**config.mk**
```make
export PLATFORM = sky130hd
export DESIGN_NAME = axi_lite_cmd_master
export DESIGN_NICKNAME = d
export VERILOG_FILES = /design/src/rtl/axi_lite_pkg.sv /design/src/rtl/axi_lite_timeout_ctr.sv /design/src/rtl/axi_lite_cmd_master.sv
export SDC_FILE = /design/constraint.sdc
export NUM_CORES = 1
export LEC_CHECK = 0
export CAP_MARGIN = 20
export CORE_MARGIN = 2
export CORE_UTILIZATION = 30
export DETAILED_ROUTE_END_ITERATION = 12
export GPL_TIMING_DRIVEN = 0
export PLACE_DENSITY_LB_ADDON = 0.08
export SYNTH_ARGS = -nofsm -noshare
export SYNTH_HDL_FRONTEND = slang
export SYNTH_SLANG_ARGS = --single-unit
```
**constraint.sdc**
```tcl
create_clock -name clk -period 1.9 [get_ports clk]
set_input_delay 0.19 -clock clk [delete_from_list [all_inputs] [get_ports clk]]
set_output_delay 0.19 -clock clk [all_outputs]
set_load 0.05 [all_outputs]
```
**src/rtl/axi_lite_pkg.sv**
```systemverilog
// rtl/axi_lite_pkg.sv - shared types and constants for the AXI4-Lite command master
package axi_lite_pkg;

    typedef enum logic [2:0] {
        IDLE    = 3'd0,
        WR_REQ  = 3'd1,
        WR_RESP = 3'd2,
        RD_REQ  = 3'd3,
        RD_DATA = 3'd4,
        RSP     = 3'd5
    } state_t;

    localparam logic [1:0] RESP_OKAY   = 2'b00;
    localparam logic [1:0] RESP_SLVERR = 2'b10;
    localparam logic [3:0] WSTRB_ALL   = 4'hF;

endpackage

```
**src/rtl/axi_lite_timeout_ctr.sv**
```systemverilog
// rtl/axi_lite_timeout_ctr.sv - saturating per-transaction timeout counter
module axi_lite_timeout_ctr #(
    parameter int TIMEOUT_CYCLES = 1024
) (
    input  logic clk,
    input  logic rst,
    input  logic clear,
    input  logic enable,
    output logic expired
);

    localparam int CW = $clog2(TIMEOUT_CYCLES);
    localparam logic [CW-1:0] LAST = CW'(TIMEOUT_CYCLES - 1);

    logic [CW-1:0] count_q;

    // Count waiting cycles; hold at the last value so a late handshake cannot wrap it
    always_ff @(posedge clk) begin
        if (rst) begin
            count_q <= '0;
        end else if (clear) begin
            count_q <= '0;
        end else if (enable && (count_q != LAST)) begin
            count_q <= count_q + CW'(1);
        end
    end

    assign expired = (count_q == LAST);

endmodule

```
**src/rtl/axi_lite_cmd_master.sv**
```systemverilog
// rtl/axi_lite_cmd_master.sv - single-outstanding AXI4-Lite initiator driven by a cmd/rsp port pair
module axi_lite_cmd_master
    import axi_lite_pkg::*;
#(
    parameter int C_M_AXI_DATA_WIDTH = 32,
    parameter int C_M_AXI_ADDR_WIDTH = 9,
    parameter int TIMEOUT_CYCLES     = 1024
) (
    input  logic                            clk,
    input  logic                            rst,
    input  logic                            cmd_valid,
    output logic                            cmd_ready,
    input  logic                            cmd_write,
    input  logic [C_M_AXI_ADDR_WIDTH-1:0]   cmd_addr,
    input  logic [C_M_AXI_DATA_WIDTH-1:0]   cmd_wdata,
    output logic                            rsp_valid,
    input  logic                            rsp_ready,
    output logic [C_M_AXI_DATA_WIDTH-1:0]   rsp_rdata,
    output logic [1:0]                      rsp_resp,
    output logic                            rsp_timeout,
    output logic [C_M_AXI_ADDR_WIDTH-1:0]   M_AXI_AWADDR,
    output logic                            M_AXI_AWVALID,
    input  logic                            M_AXI_AWREADY,
    output logic [C_M_AXI_DATA_WIDTH-1:0]   M_AXI_WDATA,
    output logic [3:0]                      M_AXI_WSTRB,
    output logic                            M_AXI_WVALID,
    input  logic                            M_AXI_WREADY,
    input  logic [1:0]                      M_AXI_BRESP,
    input  logic                            M_AXI_BVALID,
    output logic                            M_AXI_BREADY,
    output logic [C_M_AXI_ADDR_WIDTH-1:0]   M_AXI_ARADDR,
    output logic                            M_AXI_ARVALID,
    input  logic                            M_AXI_ARREADY,
    input  logic [C_M_AXI_DATA_WIDTH-1:0]   M_AXI_RDATA,
    input  logic [1:0]                      M_AXI_RRESP,
    input  logic                            M_AXI_RVALID,
    output logic                            M_AXI_RREADY
);

    state_t state_q, state_d;

    logic [C_M_AXI_ADDR_WIDTH-1:0] addr_q, addr_d;
    logic [C_M_AXI_DATA_WIDTH-1:0] wdata_q, wdata_d;
    logic                          awvalid_q, awvalid_d;
    logic                          wvalid_q, wvalid_d;
    logic                          bready_q, bready_d;
    logic                          arvalid_q, arvalid_d;
    logic                          rready_q, rready_d;
    logic                          aw_done_q, aw_done_d;
    logic                          w_done_q, w_done_d;
    logic [C_M_AXI_DATA_WIDTH-1:0] rsp_rdata_q, rsp_rdata_d;
    logic [1:0]                    rsp_resp_q, rsp_resp_d;
    logic                          rsp_timeout_q, rsp_timeout_d;

    logic tmr_clear;
    logic tmr_enable;
    logic tmr_expired;
    logic abort;
    logic aw_fire;
    logic w_fire;

    axi_lite_timeout_ctr #(
        .TIMEOUT_CYCLES (TIMEOUT_CYCLES)
    ) u_timeout (
        .clk     (clk),
        .rst     (rst),
        .clear   (tmr_clear),
        .enable  (tmr_enable),
        .expired (tmr_expired)
    );

    assign tmr_enable = (state_q == WR_REQ) || (state_q == WR_RESP) ||
                        (state_q == RD_REQ) || (state_q == RD_DATA);
    assign aw_fire    = awvalid_q && M_AXI_AWREADY;
    assign w_fire     = wvalid_q && M_AXI_WREADY;

    // Next-state and next-value logic for every registered output
    always_comb begin
        state_d       = state_q;
        addr_d        = addr_q;
        wdata_d       = wdata_q;
        awvalid_d     = awvalid_q;
        wvalid_d      = wvalid_q;
        bready_d      = bready_q;
        arvalid_d     = arvalid_q;
        rready_d      = rready_q;
        aw_done_d     = aw_done_q;
        w_done_d      = w_done_q;
        rsp_rdata_d   = rsp_rdata_q;
        rsp_resp_d    = rsp_resp_q;
        rsp_timeout_d = rsp_timeout_q;
        tmr_clear     = 1'b0;
        abort         = 1'b0;

        case (state_q)
            IDLE: begin
                if (cmd_valid) begin
                    addr_d    = cmd_addr;
                    wdata_d   = cmd_wdata;
                    aw_done_d = 1'b0;
                    w_done_d  = 1'b0;
                    tmr_clear = 1'b1;
                    if (cmd_write) begin
                        awvalid_d = 1'b1;
                        wvalid_d  = 1'b1;
                        state_d   = WR_REQ;
                    end else begin
                        arvalid_d = 1'b1;
                        state_d   = RD_REQ;
                    end
                end
            end
            WR_REQ: begin
                aw_done_d = aw_done_q || aw_fire;
                w_done_d  = w_done_q || w_fire;
                if (aw_fire) awvalid_d = 1'b0;
                if (w_fire)  wvalid_d  = 1'b0;
                if (aw_done_d && w_done_d) begin
                    bready_d = 1'b1;
                    state_d  = WR_RESP;
                end else if (tmr_expired) begin
                    abort = 1'b1;
                end
            end
            WR_RESP: begin
                if (M_AXI_BVALID) begin
                    bready_d      = 1'b0;
                    rsp_resp_d    = M_AXI_BRESP;
                    rsp_rdata_d   = '0;
                    rsp_timeout_d = 1'b0;
                    state_d       = RSP;
                end else if (tmr_expired) begin
                    abort = 1'b1;
                end
            end
            RD_REQ: begin
                if (M_AXI_ARREADY) begin
                    arvalid_d = 1'b0;
                    rready_d  = 1'b1;
                    state_d   = RD_DATA;
                end else if (tmr_expired) begin
                    abort = 1'b1;
                end
            end
            RD_DATA: begin
                if (M_AXI_RVALID) begin
                    rready_d      = 1'b0;
                    rsp_rdata_d   = M_AXI_RDATA;
                    rsp_resp_d    = M_AXI_RRESP;
                    rsp_timeout_d = 1'b0;
                    state_d       = RSP;
                end else if (tmr_expired) begin
                    abort = 1'b1;
                end
            end
            RSP: begin
                if (rsp_ready) begin
                    rsp_rdata_d   = '0;
                    rsp_resp_d    = RESP_OKAY;
                    rsp_timeout_d = 1'b0;
                    state_d       = IDLE;
                end
            end
            default: begin
                state_d = IDLE;
            end
        endcase

        // Hung slave: drop every valid/ready at once and report SLVERR with a timeout flag
        if (abort) begin
            awvalid_d     = 1'b0;
            wvalid_d      = 1'b0;
            bready_d      = 1'b0;
            arvalid_d     = 1'b0;
            rready_d      = 1'b0;
            rsp_rdata_d   = '0;
            rsp_resp_d    = RESP_SLVERR;
            rsp_timeout_d = 1'b1;
            state_d       = RSP;
        end
    end

    // State and output registers
    always_ff @(posedge clk) begin
        if (rst) begin
            state_q       <= IDLE;
            addr_q        <= '0;
            wdata_q       <= '0;
            awvalid_q     <= 1'b0;
            wvalid_q      <= 1'b0;
            bready_q      <= 1'b0;
            arvalid_q     <= 1'b0;
            rready_q      <= 1'b0;
            aw_done_q     <= 1'b0;
            w_done_q      <= 1'b0;
            rsp_rdata_q   <= '0;
            rsp_resp_q    <= RESP_OKAY;
            rsp_timeout_q <= 1'b0;
        end else begin
            state_q       <= state_d;
            addr_q        <= addr_d;
            wdata_q       <= wdata_d;
            awvalid_q     <= awvalid_d;
            wvalid_q      <= wvalid_d;
            bready_q      <= bready_d;
            arvalid_q     <= arvalid_d;
            rready_q      <= rready_d;
            aw_done_q     <= aw_done_d;
            w_done_q      <= w_done_d;
            rsp_rdata_q   <= rsp_rdata_d;
            rsp_resp_q    <= rsp_resp_d;
            rsp_timeout_q <= rsp_timeout_d;
        end
    end

    assign cmd_ready     = (state_q == IDLE);
    assign rsp_valid     = (state_q == RSP);
    assign rsp_rdata     = rsp_rdata_q;
    assign rsp_resp      = rsp_resp_q;
    assign rsp_timeout   = rsp_timeout_q;

    assign M_AXI_AWADDR  = addr_q;
    assign M_AXI_AWVALID = awvalid_q;
    assign M_AXI_WDATA   = wdata_q;
    assign M_AXI_WSTRB   = WSTRB_ALL;
    assign M_AXI_WVALID  = wvalid_q;
    assign M_AXI_BREADY  = bready_q;
    assign M_AXI_ARADDR  = addr_q;
    assign M_AXI_ARVALID = arvalid_q;
    assign M_AXI_RREADY  = rready_q;

endmodule

```
# [Word level (Yosys, flattened, before mapping)]
# Cells that the tools add are included.
[word_totals] inputBits=87 register_bits=96
[classes] addsub=1 eq_ne=23 n_reduce_logical=29 muxes=48
[ops] op="$mux W32" n=3
[ops] op="$pmux W32 S3" n=1
[ops] op="$mux W1" n=21
[ops] op="$mux W3" n=7
[ops] op="$reduce_and A4 Y1" n=5
[ops] op="$pmux W3 S6" n=1
[ops] op="$ne A2 B2 Y1 const B" n=7
[ops] op="$pmux W1 S2" n=7
[ops] op="$reduce_and A6 Y1" n=2
[ops] op="$add A10 B1 Y10 const B" n=1
[ops] op="$eq A10 B10 Y1 const B" n=1
[ops] op="$mux W2" n=5
[ops] op="$ne A10 B10 Y1 const B" n=1
[ops] op="$ne A3 B3 Y1 const B" n=3
[ops] op="$reduce_bool A2 Y1" n=4
[ops] op="$eq A3 B2 Y1 const B" n=2
[ops] op="$eq A3 B3 Y1 const B" n=2
[ops] op="$ne A2 B1 Y1 const B" n=3
[ops] op="$ne A3 B2 Y1 const B" n=2
[ops] op="$pmux W2 S3" n=1
[ops] op="$reduce_and A3 Y1" n=2
[ops] op="$logic_or A1 B1 Y1" n=5
[ops] op="$logic_and A1 B1 Y1" n=4
[ops] op="$pmux W1 S4" n=1
[ops] op="8 further kinds" n=10

# [Logic depth before layout (Yosys ltp)]
# Gate-level depths: netlist of run 1.
[logic_depth] word_depth=7 ltp_mapped=8 depth_no_buf=5

# [Cells and area by module]
# From an unflattened synthesis of run 1, not the netlist that was laid out.
[unflattened] hier_cells=489 hier_area_um2=4206.5
[by_module_without_submodules] module="axi_lite_cmd_master" cells_per_inst=429 n_inst=1 area_each_um2=3708.6 seq_area_each_um2=1721.7
[by_module_without_submodules] module="axi_lite_timeout_ctr" cells_per_inst=60 n_inst=1 area_each_um2=498.0 seq_area_each_um2=200.2

# [Least setup slack after synthesis of run 1]
# Ideal clock, no wire load.
[synth_timing] path_kind="flip-flop to flip-flop" startpoint="register awvalid_q, in the netlist M_AXI_AWVALID" endpoint="register rsp_rdata_q[26], in the netlist rsp_rdata[26]" setup_slack_ps=78 t_required_ps=1821 setup_time_ps=79 synth_period_minus_slack_ps=1822 arrival_ps=1743 stages_incl_launch_ff=7 path_cell_list="dfxtp_1 a21oi_1 o21a_1 o2111a_1 buf_6 buf_6 nor3_1"
[synth_between] elab_chain_len=6
[synth_rtl] item="start, declared" line="axi_lite_cmd_master.sv:44" source="logic awvalid_q, awvalid_d;"
[synth_rtl] item="start signal, assigned" line="axi_lite_cmd_master.sv:203" source="awvalid_q <= awvalid_d;"
[synth_rtl] item="$logic_and A1 B1 Y1" line="axi_lite_cmd_master.sv:74" source="assign aw_fire = awvalid_q && M_AXI_AWREADY;"
[synth_rtl] item="$logic_or A1 B1 Y1" line="axi_lite_cmd_master.sv:114" source="aw_done_d = aw_done_q || aw_fire;"
[synth_rtl] item="$logic_and A1 B1 Y1" line="axi_lite_cmd_master.sv:118" source="if (aw_done_d && w_done_d) begin"
[synth_rtl] item="$mux W1" line="axi_lite_cmd_master.sv:118"
[synth_rtl] item="$pmux W1 S4" line="axi_lite_cmd_master.sv:95" source="case (state_q)"
[synth_rtl] item="$reduce_or A2 Y1 (no line)"
[synth_rtl] item="end signal, assigned" line="axi_lite_cmd_master.sv:210" source="rsp_rdata_q <= rsp_rdata_d;"
[synth_rtl] item="end, declared" line="axi_lite_cmd_master.sv:51" source="logic [C_M_AXI_DATA_WIDTH-1:0] rsp_rdata_q, rsp_rdata_d;"
# No other way between the ends.
# A chain may end at the register's enable or synchronous reset.

# [Final worst setup path of run 1]
[layout_timing] startpoint="register state_q[0]" endpoint="register u_timeout.count_q[3]"
[layout_between] elab_chain_len=5 elab_cells_between_ends=11 cone_classes="eq/ne: 4; mux: 1; reduce/logical: 6"
[layout_rtl] item="start, declared" line="axi_lite_cmd_master.sv:40" source="state_t state_q, state_d;"
[layout_rtl] item="start signal, assigned" line="axi_lite_cmd_master.sv:200" source="state_q <= state_d;"
[layout_rtl] item="$eq A3 B1 Y1 / $eq A3 B2 Y1 (equally long branches)" line="axi_lite_cmd_master.sv:72" source="assign tmr_enable = (state_q == WR_REQ) || (state_q == WR_RESP) ||"
[layout_rtl] item="$logic_or A1 B1 Y1 (2 in a row)" line="axi_lite_cmd_master.sv:72"
[layout_rtl] item="$logic_or A1 B1 Y1" line="axi_lite_cmd_master.sv:73" source="(state_q == RD_REQ) || (state_q == RD_DATA);"
[layout_rtl] item="$logic_and A1 B1 Y1" line="axi_lite_timeout_ctr.sv:23" source="end else if (enable && (count_q != LAST)) begin"
[layout_rtl] item="end signal, assigned" line="axi_lite_timeout_ctr.sv:24" source="count_q <= count_q + CW'(1);"
[layout_rtl] item="end, declared" line="axi_lite_timeout_ctr.sv:15" source="logic [CW-1:0] count_q;"
# Several ways; a longest one is shown, not always the timed one.

==> summary.md, run 1 <==
| Metric | Value |
|---|---|
| Num ports | 183 |
| Worst path top cell family by delay | simple AND/OR/NAND/NOR gates |
| Worst r2r src | state_q[0] |
| Initial antenna violation count | 0 |
| GP Congestion | 0.829 |
| Post-Synth XOR/XNOR Area | 0% |
| VDD IR-drop max | 0.412 mV |
| Top cells by count, synth | dfxtp_1, nand2_1, a21oi_1 |
| Vias/cell | 4.74 |
| Pre-CTS setup slack | -252 ps |
| Syn avg cell area | 8.53 sq um |
| Synth cell types | 48 |
| Total GRT Usage | 17.2% |
| Setup TNS | 0 ps |
| Worst hold path class | primary input to flip-flop |
| Largest family of logic cells by synthesized area | simple AND/OR/NAND/NOR gates |
| Post-Route Utilization | 47.9% |
| Max Cap Violations | 0 |
| Area fraction of the dominant cell type after synthesis | 45.1% |
| Reg area | 0.00192 sq mm |
| Final routed DRC violation total | 0 |
| Post-Syn Area | 0.00426 sq mm |
| H-Tree Depth | 3 |
| Worst path max stage delay | 540 ps |
| Initial drt markers | 154 |
| F_max | 538 MHz |
| CTS sink count | 96 |
| CTS tree | yes |
| Post-synth EDFFs | 0 |
| DP Area | 0.00627 sq mm |
| Routed vias | 4152 |
| Ranking of synthesized cells by area | dfxtp_1, mux2i_1, nand2_1, a21oi_1, and2_1 |
| Multi-input gate area | 0.00210 sq mm |
| FF-to-FF path depth | 6 |
| Post-Synth Simple-Gate Area | 25.3% |
| Vias in the first global route | 4020 |
| Die Y | 123 um |
| Pin count of the biggest net entering global routing | 15 |
| Sequential share of the synthesized area | 45.1% |
| CP max stage cell | or4_1 |
| Post-synthesis compound-gate area fraction | 12.6% |
| Hold Violations, Final | 0 |
| Post-synth top area cell | dfxtp_1 |
| Crit path cell chain | buf_4, clkbuf_4, o21ai_1, nand2_1, or4_1, a21oi_1 |
| # setup viols final | 0 |
| Clk Latency, worst-skew pair | 350 ps |
| Share of layout cells above drive strength 1 | 11.4% |
| Adder-cell share of the synthesized area | 0.294% |
| DRT Wirelength | 13000 um |
| Mux cell area share after synthesis | 9.26% |
| Worst slew pin tran | 610 ps |
| Worst slew margin | 59.0% |
| Final ANT Viol Nets | 0 |
| Worst EP required | 2180 ps |
| Reg-to-reg slack, setup | 40 ps |
| Final Skew | 6.78 ps |
| Min-delay src | rst |
| Hold Crit Depth | 3 |
| Tmin final | 1860 ps |
| Initial Util | 30.7% |
| Fill cells | 1364 |
| Post-DR wirelength/cell | 14.9 um |
| Flops & latches, synth | 96 |
| First-pass detailed-route iteration total | 4 |
| Root buffer cell | clkbuf_16 |
| CP max FO | 10 |
| Number of CTS-inserted buffers | 9 |
| Crit Path Class | flip-flop to flip-flop |
| Outcome | finished, final reports clean |
| Clk slew on worst S/H paths | 70 ps |
| Port bufs | 177 |
| Period Utilization, post-route | 97.8% |
| RSZ-0062 raised after global routing | yes |
| Final setup margin | 41.6 ps |
| Yosys warns | 0 |
| Worst hold slack | 375 ps |
| Core ar. | 0.0139 sq mm |
| Die W | 123 um |
| Max Transition Viols Final | 0 |
| Area delta synth->final | 56.3% |
| PD cells | 812 mW/mm^2 |
| Synth async-reset ratio | 0% |
| WHS Endpoint | u_timeout.count_q[5] |
| Die ar. | 0.0152 sq mm |
| Critical path capture point type | flip-flop |
| Worst r2r dst | u_timeout.count_q[3] |
| Prevailing post-synth register cell | dfxtp_1 |
| Leak | 2.35 nW |
| WP buf/inv | 2 |
| Most common cell in the netlist | dfxtp_1 |
| Final net count | 780 |
| HPWL after DPL | 9550 um |
| N_diodes | 0 |
| First-pass GRT wire length | 20300 um |
| Finished Cell Area | 0.00665 sq mm |
| CP Data Arrival Time | 2130 ps |
| CTS Buffer Depth | 2 |
| # rows | 43 |
| Mapped Cells | 499 |
| Congestion Overflow GR | 0 |
| Crit path launch type | flip-flop |
routing by layer:
| layer | track usage [%] | wire length, um |
|---|---|---|
| met2 | 27.9 | 6030 |
| met5 | 0 | 0 |
| met4 | 4.83 | 139 |
| met3 | 7.24 | 1130 |
| met1 | 20.9 | 5740 |
worst reg2reg max path: stages, from the launching register on:
cell and delay, ps:
dfxtp_1 300, buf_4 160, clkbuf_4 210, o21ai_1 190, nand2_1 200, or4_1 540
a21oi_1 180
flip-flops by register name, indices dropped and copies added (netlist names):
signal	count
M_AXI_ARADDR	9
M_AXI_ARVALID	1
M_AXI_AWVALID	1
M_AXI_BREADY	1
M_AXI_RREADY	1
M_AXI_WDATA	32
M_AXI_WVALID	1
aw_done_q	1
rsp_rdata	32
rsp_resp	2
rsp_timeout	1
state_q	3
u_timeout.count_q	10
w_done_q	1
layout by cell type (no fill, tap or decap), types with 4 or more instances in the layout:
master,synthesis,final
buf_4,15,21
clkdlybuf4s50_1,0,175
nor3_1,32,31
nand2_1,88,88
inv_1,7,6
buf_2,15,9
conb_1,1,4
a21oi_1,60,60
clkbuf_4,0,4
mux2i_1,36,36
buf_6,2,4
and2_1,33,33
o21ai_0,6,6
nor3_2,6,7
nor2_1,9,9
nor4_1,7,6
o31ai_1,5,5
clkbuf_2,0,4
or4_1,4,4
clkbuf_16,0,9
dfxtp_1,96,95
clkbuf_1,18,15
nand4_1,5,5
nand3_1,6,6
worst max path at each step:
stage	from	end	slack [ps]	cells past startpoint
2_1_floorplan	M_AXI_AWVALID	rsp_rdata[26]	80	6
6_report	state_q[0]	u_timeout.count_q[3]	40	6
3_5_place_dp	state_q[2]	rsp_rdata[31]	-250	6
3_3_place_gp	cmd_valid	u_timeout.count_q[5]	-240	7
5_1_grt	state_q[0]	u_timeout.count_q[3]	-50	6
4_1_cts	state_q[0]	rsp_valid	-4	5
through the flow:
stage / power [mW] / cells
floorplan: 3.13 / 502
global placement: 3.67 / 859
detailed placement: 3.68 / 859
CTS: 5.44 / 873
global route: 5.68 / 876
finish: 5.40 / 876
layout make-up:
cell class	count	area share [%]
buffer	50	4.68
timing repair buffer	180	26.9
clock buffer	13	3.91
inverter	8	0.508
tap	180	3.38
clock inverter	2	0.226
multi-input combinational	347	31.5
sequential	96	28.9
what timing repair did:
item,CTS,global route
buffers inserted,0,3
resized for setup,16,32
endpoints found under the setup margin,76,78
hold buffers,0,0
logic make-up (layout without fill, tap and decap cells):
family,Yosys count,in the layout
and+or+nand+nor,211,211
DFF,96,96
AOI/OAI and AO/OA,92,92
buffers and inverters,59,253
muxes,39,39
adders and majority gates,1,1
other,1,4
power breakdown:
group / internal [mW] / switching (mW)
Clock: 0.954 / 0.773
Combinational: 0.599 / 0.896
Sequential: 2.12 / 0.0646
Total: 3.67 / 1.73
Note: power is estimated with default switching activity, not from simulation.
==> run 2: changes to the inputs <==
--- a/config.mk
+++ b/config.mk
@@ -8,6 +8,7 @@
 export CAP_MARGIN = 20
 export CORE_MARGIN = 2
 export CORE_UTILIZATION = 30
+export CTS_CLUSTER_SIZE = 28
 export DETAILED_ROUTE_END_ITERATION = 12
 export GPL_TIMING_DRIVEN = 0
 export PLACE_DENSITY_LB_ADDON = 0.08
==> results of run 2 <==
No change in the layout: final DEF, timing and power equal those of run 1.
==> edit, RTL diff (flow settings as in run 2) <==
`TIMEOUT_CYCLES` is set to 1024 in 2 places; all go to 512.
--- a/src/rtl/axi_lite_timeout_ctr.sv
+++ b/src/rtl/axi_lite_timeout_ctr.sv
@@ -1,6 +1,6 @@
 // rtl/axi_lite_timeout_ctr.sv - saturating per-transaction timeout counter
 module axi_lite_timeout_ctr #(
-    parameter int TIMEOUT_CYCLES = 1024
+    parameter int TIMEOUT_CYCLES = 512
 ) (
     input  logic clk,
     input  logic rst,
--- a/src/rtl/axi_lite_cmd_master.sv
+++ b/src/rtl/axi_lite_cmd_master.sv
@@ -4,7 +4,7 @@
 #(
     parameter int C_M_AXI_DATA_WIDTH = 32,
     parameter int C_M_AXI_ADDR_WIDTH = 9,
-    parameter int TIMEOUT_CYCLES     = 1024
+    parameter int TIMEOUT_CYCLES     = 512
 ) (
     input  logic                            clk,
     input  logic                            rst,
Check against the original RTL: no difference found for any inputs over 10 cycles, from zero or initial values and one cycle with rst high; that may be too few to reach the edited logic, so the function may still have changed.
==> edit against run 2 <==
  * The run now ends with negative setup slack left
  * Final area rose by 3.9%
  * Utilization is 1.5 points higher
  * Routed wire length shrank 2.7%
  * Critical path depth up 2
  * First-iteration DRC count down 22%
  * Sequential cell count shrank 1
  * Total power up 2.3%
  * Setup slack lost 0.14 ns
  * Synthesized area increased by 1.4%
  * Global-route usage fell by 0.88 points
  * Highest routed layer unchanged
==> edit: results <==
{
  "yosysSeqAreaShare_pct": 44.1,
  "port_buffers": 178,
  "worst_pin_slew_ns": 0.961,
  "path_delay_family": "simple AND/OR/NAND/NOR gates",
  "cpPeakStageDelay_ns": 0.41,
  "routedWlPerCell_microns": 14.7,
  "first_global_vias": 3945,
  "hpwlAfterDp_microns": 9220,
  "first_iter_violations": 120,
  "synth_compound_area_share_pct": 10.9,
  "synth.distinct_cells": 51,
  "synth.area.mux_share_pct": 9.34,
  "fin_ws_ns": -0.0939,
  "status": "complete, but fails checks",
  "grt_use_total_pct": 16.4,
  "diodes": 0,
  "gp_congestion": 0.805,
  "ys_top_cells_by_area": "dfxtp_1 44%, mux2i_1 8.8%, nand2_1 7.8%",
  "grt_pass1_wl_microns": 19300,
  "synth_common_cells": "95 x dfxtp_1, 90 x nand2_1, 53 x a21oi_1",
  "cp_slowest_cell": "or3b_4",
  "synth-xor-area-share_pct": 0.609,
  "violations": "negative setup slack",
  "cp_max_fo": 6,
  "dr_total_vias": 3993,
  "finClkSkew_ns": 0.00559,
  "drive_above_1_share_pct": 17.4,
  "nets": 768,
  "grt_max_degree": 16,
  "cts_buffers": 9,
  "crit_arrival_ns": 2.19,
  "cts_root_buf": "clkbuf_16",
  "synthAdderAreaFrac_pct": 0.580,
  "hold_ws_ns": 0.387,
  "vdd_drop_max_uv": 427,
  "leakagePower_uw": 0.00249,
  "setup_viol": 37
}
## edit: changes by cell type in the layout (fill, tap and decap cells not counted), moves of 4 or more
cell     change
or4_1        -4
nor2_1       +4
nor3_4       +6
buf_8        +5
o31ai_1      -4
nor3_1      -29
nor4_1       -5
dfxtp_2      +4
a21oi_1      -7
nor3_2      +24
dfxtp_1      -6
## edit: what timing repair did
| item | CTS | global route |
|---|---|---|
| resized for setup | 25 | 12 |
| pin swaps | 19 | 3 |
| buffers inserted | 8 | 1 |
| endpoints found under the setup margin | 44 | 45 |
| cloned | 1 | 0 |
## edit: final cells by class
cell class,count,area [sq um]
flip-flops and latches,95,1910
clock buffers,11,243
multi-input cells,332,2220
clock inverters,5,57.6
inverters,5,18.8
plain buffers,48,342
well taps,180,225
fillers,1369,7080
repair buffers,188,1890
## edit: power by group
group	switching (uW)	internal (uW)	total, uW
Clock	787	1050	1840
Combinational	903	615	1520
Sequential	71.9	2100	2170
Total	1760	3770	5530
## edit: final timing paths
check | endpoint | cells past startpoint | from
setup / recovery | rsp_rdata[2] | 8 | u_timeout.count_q[3]
hold / removal | M_AXI_ARADDR[3] | 3 | cmd_addr[3]
setup reg to reg | rsp_rdata[2] | 8 | u_timeout.count_q[3]
hold reg to reg | M_AXI_WDATA[7] | 2 | M_AXI_WDATA[7]
## edit: stage by stage
step	cell area (sq um)	cells	setup WS [ns]	setup TNS (ns)	total power (uW)
after floorplan	4360	480	0.00767	0	3160
after global placement	6360	838	-0.292	-7.36	3690
final	6910	864	-0.0939	-2.40	5530
after detailed placement	6360	838	-0.259	-7.87	3700
after global routing	6910	864	-0.188	-6.24	5780
after CTS	6860	863	-0.0605	-1.77	5590
## edit: routing by layer
layer	track usage (%)	routed length, microns
met3	6.14	1170
met2	25.8	5740
met4	6.32	207
met5	0	0
met1	20.2	5580
